File: src/rtl/pb_op_sequencer.sv
// Single-issue sequencer: accepts one ALU command, drives the register-file reads and the
// bf16 ALU, then writes the result back. Define PB_SEQ_TIMEOUT_EN to add the EXEC watchdog.
module pb_op_sequencer #(
  parameter int ADDR_W         = 16,
  parameter int DATA_W         = 16,
  parameter int TIMEOUT_CYCLES = 64
) (
  input  logic              clock,
  input  logic              reset,
  input  logic              cmd_valid,
  output logic              cmd_ready,
  input  logic [3:0]        cmd_op,
  input  logic [ADDR_W-1:0] cmd_rs1,
  input  logic [ADDR_W-1:0] cmd_rs2,
  input  logic [ADDR_W-1:0] cmd_rd,
  input  logic              cmd_wb_en,
  output logic [ADDR_W-1:0] r1_addr,
  output logic [ADDR_W-1:0] r2_addr,
  output logic [ADDR_W-1:0] write_addr,
  output logic [DATA_W-1:0] write_data,
  output logic              write,
  output logic [3:0]        alu_ctrl,
  output logic              alu_reset,
  input  logic [DATA_W-1:0] alu_out,
  input  logic              alu_valid,
  output logic              done,
  output logic [DATA_W-1:0] result,
  output logic              error,
  output logic              busy,
  output logic [15:0]       op_count
);

`ifdef PB_SEQ_TIMEOUT_EN
  typedef enum logic [2:0] {S_IDLE, S_CLEAR, S_EXEC, S_WB, S_ABORT} state_t;
  localparam int               TMO_W    = $clog2(TIMEOUT_CYCLES + 1);
  localparam logic [TMO_W-1:0] TMO_LAST = TMO_W'(TIMEOUT_CYCLES - 1);
  logic [TMO_W-1:0] tmo_cnt;
`else
  typedef enum logic [1:0] {S_IDLE, S_CLEAR, S_EXEC, S_WB} state_t;
`endif

  state_t            state, state_nx;
  logic              rdy_en;   // low only in cycles following a reset edge
  logic [ADDR_W-1:0] rd_p0;
  logic              wb_en_p0;

  always_comb begin
    state_nx  = state;
    cmd_ready = 1'b0;
    busy      = 1'b1;
    done      = 1'b0;
    write     = 1'b0;
    error     = 1'b0;
    alu_reset = 1'b0;
    case (state)
      S_IDLE: begin
        busy      = 1'b0;
        cmd_ready = rdy_en;
        alu_reset = ~rdy_en;
        if (cmd_valid && rdy_en) state_nx = S_CLEAR;
      end
      S_CLEAR: begin
        alu_reset = 1'b1;
        state_nx  = S_EXEC;
      end
      S_EXEC: begin
        if (alu_valid) state_nx = S_WB;
`ifdef PB_SEQ_TIMEOUT_EN
        else if (tmo_cnt == TMO_LAST) state_nx = S_ABORT;
`endif
      end
      S_WB: begin
        done     = 1'b1;
        write    = wb_en_p0;
        state_nx = S_IDLE;
      end
`ifdef PB_SEQ_TIMEOUT_EN
      S_ABORT: begin
        done      = 1'b1;
        error     = 1'b1;
        alu_reset = 1'b1;
        state_nx  = S_IDLE;
      end
`endif
      default: state_nx = S_IDLE;
    endcase
  end

  always_ff @(posedge clock) begin
    if (!reset) begin
      state      <= S_IDLE;
      rdy_en     <= 1'b0;
      r1_addr    <= '0;
      r2_addr    <= '0;
      write_addr <= '0;
      write_data <= '0;
      alu_ctrl   <= '0;
      result     <= '0;
      op_count   <= '0;
      rd_p0      <= '0;
      wb_en_p0   <= 1'b0;
`ifdef PB_SEQ_TIMEOUT_EN
      tmo_cnt    <= '0;
`endif
    end else begin
      state  <= state_nx;
      rdy_en <= 1'b1;
      case (state)
        // p0: command capture at the accept edge
        S_IDLE: begin
          if (cmd_valid && rdy_en) begin
            r1_addr  <= cmd_rs1;
            r2_addr  <= cmd_rs2;
            alu_ctrl <= cmd_op;
            rd_p0    <= cmd_rd;
            wb_en_p0 <= cmd_wb_en;
          end
        end
        S_CLEAR: begin
`ifdef PB_SEQ_TIMEOUT_EN
          tmo_cnt <= '0;
`endif
        end
        // p1: ALU result capture
        S_EXEC: begin
          if (alu_valid) begin
            write_data <= alu_out;
            write_addr <= rd_p0;
            result     <= alu_out;
          end
`ifdef PB_SEQ_TIMEOUT_EN
          else begin
            tmo_cnt <= tmo_cnt + 1'b1;
            if (tmo_cnt == TMO_LAST) result <= '0;
          end
`endif
        end
        S_WB: op_count <= op_count + 16'd1;
`ifdef PB_SEQ_TIMEOUT_EN
        S_ABORT: op_count <= op_count + 16'd1;
`endif
        default: ;
      endcase
    end
  end

endmodule

File: config.mk
export PLATFORM = sky130hd
export DESIGN_NAME = pb_op_sequencer
export DESIGN_NICKNAME = d
export VERILOG_FILES = /design/src/rtl/pb_op_sequencer.sv
export SDC_FILE = /design/constraint.sdc
export NUM_CORES = 1
export LEC_CHECK = 0
export ABC_AREA = 1
export CAP_MARGIN = 20
export CORE_MARGIN = 2
export CORE_UTILIZATION = 42
export CTS_CLUSTER_SIZE = 24
export DETAILED_ROUTE_END_ITERATION = 12
export PLACE_DENSITY = 0.8
export SETUP_SLACK_MARGIN = 0.2
export SLEW_MARGIN = 20
export SYNTH_ARGS = -nofsm -noshare
export SYNTH_HDL_FRONTEND = slang
export SYNTH_SLANG_ARGS = --single-unit
export TNS_END_PERCENT = 30
File: constraint.sdc
create_clock -name clock -period 1.6 [get_ports clock]
set_input_delay 0.4 -clock clock [delete_from_list [all_inputs] [get_ports clock]]
set_output_delay 0.4 -clock clock [all_outputs]
set_load 0.02 [all_outputs]
==> results.sh, run 1 <==
export IMPL_die_area_um2=10600
export IMPL_mostFrequentLayoutCells="96 x buf_2, 93 x dfxtp_1, 70 x clkdlybuf4s50_1"
export IMPL_post_route_period_util_pct=104
export IMPL_crit_family="flip-flops"
export IMPL_drc=0
export IMPL_status="finished with violations"
export IMPL_async_reset_ff_share_pct=0
export IMPL_diodes=0
export IMPL_clockBufferDepth=2
export IMPL_wl_um=12100
export IMPL_end_kind="primary output"
export IMPL_topRoutingLayerUsed="met4"
export IMPL_clkPwrFrac_pct=18.6
export IMPL_grt_max_degree=39
export IMPL_h_tree_depth=3
export IMPL_vdd_drop_max_uv=858
export IMPL_power_frac_comb_pct=41.3
export IMPL_setup_tns_ns=-0.146
export IMPL_p_leak_nw=2.64
export IMPL_critPathRequiredTime_ns=1.20
export IMPL_tightest_slew_ns=0.518
export IMPL_crit_buf_inv=3
export IMPL_placed_area_um2=5940
export IMPL_postCtsHoldBufs=0
export IMPL_syn_to_final_growth_pct=52.0
export IMPL_swShare_pct=37.1
export IMPL_dr_wl_met3_um=897
export IMPL_synth_cell_types=26
export IMPL_die_h_um=103
export IMPL_root_buffer="clkbuf_8"
export IMPL_holdWs_ns=0.431
export IMPL_critical_path_class="reg2out"
export IMPL_clkTransAtPathRegs_ns=0.10
export IMPL_io_buffers=177
export IMPL_cpMaxStageDelayCell="dfxtp_4"
export IMPL_setup_violations=5
export IMPL_avgSynthCellArea_um2=7.93
export IMPL_cts_inserted_buffers=9
export IMPL_start_util_pct=42.7
export IMPL_drtIter0Drc=101
export IMPL_fp_dieW_um=103
export IMPL_p_switching_mw=2.96
export IMPL_critical_path_cell_chain="inv_4 -> ha_4 -> inv_2 -> o21bai_4 -> buf_6"
export IMPL_via_per_inst=4.91
export IMPL_mostFrequentLayoutCell="buf_2"
export IMPL_wl_per_cell_um=14.4
export IMPL_synth_seq_cells=104
export IMPL_vias=4102
export IMPL_rsz0062_at_grt="yes"
export IMPL_skew_ns=0.0110
export IMPL_tritoncts="done"
export IMPL_drt_pass1_iterations=4
export IMPL_synth_edf_count=0
export IMPL_io_pins=179
export IMPL_grt_ovfl_total=0
export IMPL_slew_violations=0
export IMPL_ant_nets=0
export IMPL_finalHoldViolations=0
export IMPL_place_ws_ns=-0.215
export IMPL_antenna_found_initial=0
export IMPL_row_count=36
export IMPL_synth_nets=598
export IMPL_core_area_um2=9640
export IMPL_syn_instance_count=519
export IMPL_finalCriticalPeriod_ns=1.66
export IMPL_relSlewSlack_pct=65.4
export IMPL_pwr_share_seq_pct=40.1
export IMPL_synth_cell_area_um2=4110
export IMPL_grt_pass1_wl_um=17100
export IMPL_critical_path_arrival_ns=1.26
export IMPL_grtUsageTotal_pct=20.4
export IMPL_cts_sinks=104
export IMPL_drv_cap=0
export IMPL_p_per_area_nw_per_um2=1280
export IMPL_hold_class="in2reg"
export IMPL_fin_ws_ns=-0.0583
export IMPL_synth_seq_area_share_pct=50.6
export IMPL_internal_power_mw=5.03
export IMPL_drive_above_1_share_pct=33.8
export IMPL_grt_pass1_vias=3729
export IMPL_synth_top_flop_cell="dfxtp_1"
export IMPL_worst_setup_path_start_kind="register"
export IMPL_wirelength_met1_um=4850
export IMPL_violations="setup timing"
export IMPL_max_stage_delay_ns=0.38
export IMPL_worstPathMaxFanout=3
export IMPL_clock_latency_ns=0.36
export IMPL_nets=777
export IMPL_wl_met2_um=6150
export IMPL_final_cell_area_um2=6250
export IMPL_dpl_hpwl_um=7790
export IMPL_place_gp_congestion=0.810
export IMPL_yosys_warnings=0
export IMPL_max_freq_mhz=603
[Yosys cell counts (4+ instances only)]
master    count  area share (%)
ha_1          6             1.8
buf_2        14             1.7
inv_1        36             3.3
a21oi_1      79             9.6
dfxtp_1     104              51
clkbuf_1      7            0.64
nand3_1      46             5.6
nor2_1       55             5.0
o21ai_0      56             6.8
buf_6         4             1.1
nand2_1      70             6.4
buf_4        23             4.2
[flip-flops by register name (all words and copies together) (netlist names), 2 cells and up]
signal and cells:
r2_addr 16, state 2, result 16, rd_p0 16, alu_ctrl 4, write_addr 16, op_count 16, r1_addr 16
[area by class of cell]
cell class	instances	area (um^2)
inverters	38	153
clock buffers	10	128
fillers	886	3390
clock inverters	5	41.3
well taps	133	166
repair buffers	216	1840
flip-flops and latches	104	2100
multi-input cells	329	1830
[path summary, 6_finish.rpt]
check                              start            end  slack, ns  depth (start not counted)
worst min register to register  rd_p0[1]  write_addr[1]       0.45                          2
worst max-delay path            state[0]      alu_reset      -0.06                          5
worst max register to register  state[0]    r1_addr[14]      -0.01                         11
worst min-delay path               reset   op_count[11]       0.43                          3
[worst min-delay path: cells and delay by family]
family | cells | cell delay (ns)
and+or+nand+nor | 1 | 0.07
buffers and inverters | 2 | 0.29
[cells by family (layout without fill, tap and decap cells)]
family | Yosys count | count (layout) | share of synthesized area, %
adder cells (fa/ha/maj) | 6 | 6 | 1.82
flip-flops | 104 | 104 | 50.6
buffers and inverters | 87 | 269 | 11.2
AND/OR/NAND/NOR | 180 | 181 | 18.6
AO/OA/AOI/OAI | 138 | 138 | 17.0
other | 1 | 1 | 0.0912
XOR/XNOR | 3 | 3 | 0.639
[what timing repair did]
| action | 4_1_cts | 5_1_grt |
|---|---|---|
| setup endpoints to repair | 193 | 153 |
| resized for setup | 416 | 141 |
| gates cloned | 0 | 11 |
| setup buffers | 1 | 7 |
| pin swaps | 2 | 10 |
[stage by stage]
| stage | power, mW | cells | util [%] |
|---|---|---|---|
| floorplan | 4.82 | 519 | - |
| detailed placement | 5.98 | 801 | 61.6 |
| global placement | 5.88 | 801 | 61.6 |
| CTS | 7.42 | 817 | 62.4 |
| global route | 8.41 | 835 | 64.9 |
| finish | 7.99 | 835 | 64.9 |
[power groups by stage]
| stage | combinational (mW) | clock (mW) | sequential [mW] |
|---|---|---|---|
| finish | 3.30 | 1.48 | 3.21 |
| global route | 3.54 | 1.62 | 3.25 |
| CTS | 2.71 | 1.53 | 3.19 |
| detailed placement | 2.76 | 0 | 3.22 |
| global placement | 2.69 | 0 | 3.19 |
| floorplan | 1.31 | 0 | 3.51 |
[layer usage]
| layer | up-vias | GRT usage [%] |
|---|---|---|
| li1 | 2038 | - |
| met1 | 1920 | 22.9 |
| met2 | 131 | 35.8 |
| met3 | 13 | 7.66 |
| met4 | 0 | 6.68 |
| met5 | - | 0 |
Note: power is estimated with default switching activity, not from simulation.
==> run 2: changes to the inputs <==
- clock period: 1.6 -> 1.7 ns (I/O delays scaled with it)
==> results.sh, run 2 (synthesis results as in run 1) <==
export IMPL_critical_path_class="reg2out"
export IMPL_finalCriticalPeriod_ns=1.67
export IMPL_pwr_share_seq_pct=40.5
export IMPL_clock_latency_ns=0.37
export IMPL_drive_above_1_share_pct=22.9
export IMPL_mostFrequentLayoutCells="89 x dfxtp_1, 77 x a21oi_1, 71 x clkdlybuf4s50_1"
export IMPL_drt_pass1_iterations=5
export IMPL_clkPwrFrac_pct=21.9
export IMPL_place_gp_congestion=0.761
export IMPL_max_freq_mhz=597
export IMPL_drc=0
export IMPL_diodes=0
export IMPL_internal_power_mw=4.78
export IMPL_postCtsHoldBufs=0
export IMPL_grtUsageTotal_pct=20.3
export IMPL_drtIter0Drc=112
export IMPL_root_buffer="clkbuf_8"
export IMPL_grt_pass1_vias=3809
export IMPL_rr_worst_depth=9
export IMPL_skew_ns=0.0210
export IMPL_crit_buf_inv=3
export IMPL_die_area_um2=10600
export IMPL_critical_path_cell_chain="inv_4 -> ha_4 -> inv_2 -> o21bai_1 -> buf_4"
export IMPL_r2r_setup_slack_ns=0.27
export IMPL_wl_um=11200
export IMPL_hold_start="rd_p0[2]"
export IMPL_min_path_cells=2
export IMPL_end_kind="primary output"
export IMPL_hold_end="write_addr[2]"
export IMPL_reg2reg_from="state[1]"
export IMPL_tritoncts="done"
export IMPL_critical_path_arrival_ns=1.25
export IMPL_wl_per_cell_um=13.5
export IMPL_p_per_area_nw_per_um2=1200
export IMPL_ant_nets=0
export IMPL_status="completed"
export IMPL_io_pins=179
export IMPL_cts_sinks=104
export IMPL_row_count=36
export IMPL_cp_depth=5
export IMPL_p_leak_nw=2.48
export IMPL_h_tree_depth=3
export IMPL_grt_ovfl_total=0
export IMPL_vias=4005
export IMPL_slew_violations=0
export IMPL_placed_area_um2=5900
export IMPL_via_per_inst=4.84
export IMPL_regToRegEndpoint="rd_p0[14]"
export IMPL_crit_family="flip-flops"
export IMPL_grt_pass1_wl_um=17000
export IMPL_power_total_mw=7.40
export IMPL_finalHoldViolations=0
export IMPL_vdd_drop_max_uv=631
export IMPL_critPathRequiredTime_ns=1.27
export IMPL_holdWs_ns=0.442
export IMPL_clkTransAtPathRegs_ns=0.12
export IMPL_syn_to_final_growth_pct=50.0
export IMPL_cpMaxStageDelayCell="dfxtp_4"
export IMPL_start_util_pct=42.7
export IMPL_fp_dieW_um=103
export IMPL_swShare_pct=35.4
export IMPL_rsz0062_at_grt="yes"
export IMPL_io_buffers=177
export IMPL_clockBufferDepth=2
export IMPL_power_frac_comb_pct=37.6
export IMPL_setup_violations=0
export IMPL_final_cell_area_um2=6170
export IMPL_p_switching_mw=2.62
export IMPL_worstPathMaxFanout=3
export IMPL_worst_setup_path_start_kind="register"
export IMPL_dpl_hpwl_um=7660
export IMPL_hold_class="reg2reg"
export IMPL_die_h_um=103
export IMPL_core_area_um2=9640
export IMPL_drv_cap=0
export IMPL_antenna_found_initial=0
export IMPL_max_stage_delay_ns=0.37
export IMPL_post_route_period_util_pct=98.5
export IMPL_nets=768
export IMPL_grt_max_degree=49
export IMPL_mostFrequentLayoutCell="dfxtp_1"
export IMPL_cts_inserted_buffers=9
-- run 2: changes by cell type in the layout (fill, tap and decap cells not counted), moves of 5 or more --
cell,previous run,this run
buf_2,96,3
clkdlybuf4s15_1,0,30
o21ai_2,13,2
clkbuf_2,0,47
o21ai_0,19,36
a21oi_2,21,2
dlygate4sd2_1,0,8
a21oi_1,58,77
buf_12,9,4
clkdlybuf4s15_2,5,14
o21ai_1,24,18
-- run 2: metal layers --
layer  vias up  wire [um]  part of all wire (%)  track usage [%]
li1       2023          -                     -                -
met1      1829       4500                    40             22.5
met2       138       5500                    49             35.2
met3        15       1070                   9.5             8.61
met4         0        140                   1.3             6.28
met5         -          0                     0                0
-- run 2: final cells by class --
cell class,count,area [um^2]
timing repair buffer,208,1870
inverter,38,150
sequential,104,2120
multi-input combinational,328,1660
clock inverter,6,72.6
clock buffer,10,138
tap,133,166
fill,856,3470
-- run 2: how the worst max path moves through the flow --
stage / start / end / slack [ns]
floorplan: state[0] / alu_reset / 0.20
global placement: state[0] / alu_reset / -0.09
detailed placement: state[1] / alu_reset / -0.15
CTS: state[1] / alu_reset / 0.003
global route: state[1] / alu_reset / -0.05
finish: state[1] / alu_reset / 0.03
-- run 2: what timing repair did --
item	CTS	global route
pin swaps	2	1
cloned	0	3
resized for setup	216	150
buffers inserted	3	6
endpoints found under the setup margin	163	166
-- run 2: stage by stage --
step	instances	setup slack, ns	util, %	TNS, ns
6_report	827	0.0257	64.0	0
3_5_place_dp	799	-0.147	61.2	-0.438
5_1_grt	827	-0.0465	64.0	-0.0482
4_1_cts	818	0.00281	63.7	0
2_1_floorplan	519	0.202	-	0
3_3_place_gp	799	-0.0876	61.2	-0.184
-- run 2: power by group through the flow --
stage                     sequential [mW]  combinational [mW]  clock [mW]
final                                3.00                2.78        1.62
after floorplan                      3.31                1.23           0
after detailed placement             3.02                2.62           0
after global routing                 3.04                3.05        1.76
after CTS                            2.97                2.59        1.65
after global placement               3.00                2.56           0
-- run 2: worst reg2reg max path: stages (launching register included) --
cell and delay (ns):
dfxtp_4 0.37, inv_4 0.07, ha_4 0.14, nand2_2 0.05, inv_2 0.10, buf_12 0.14
nand2_8 0.08, clkbuf_16 0.21, o21ai_1 0.14, a21oi_1 0.06
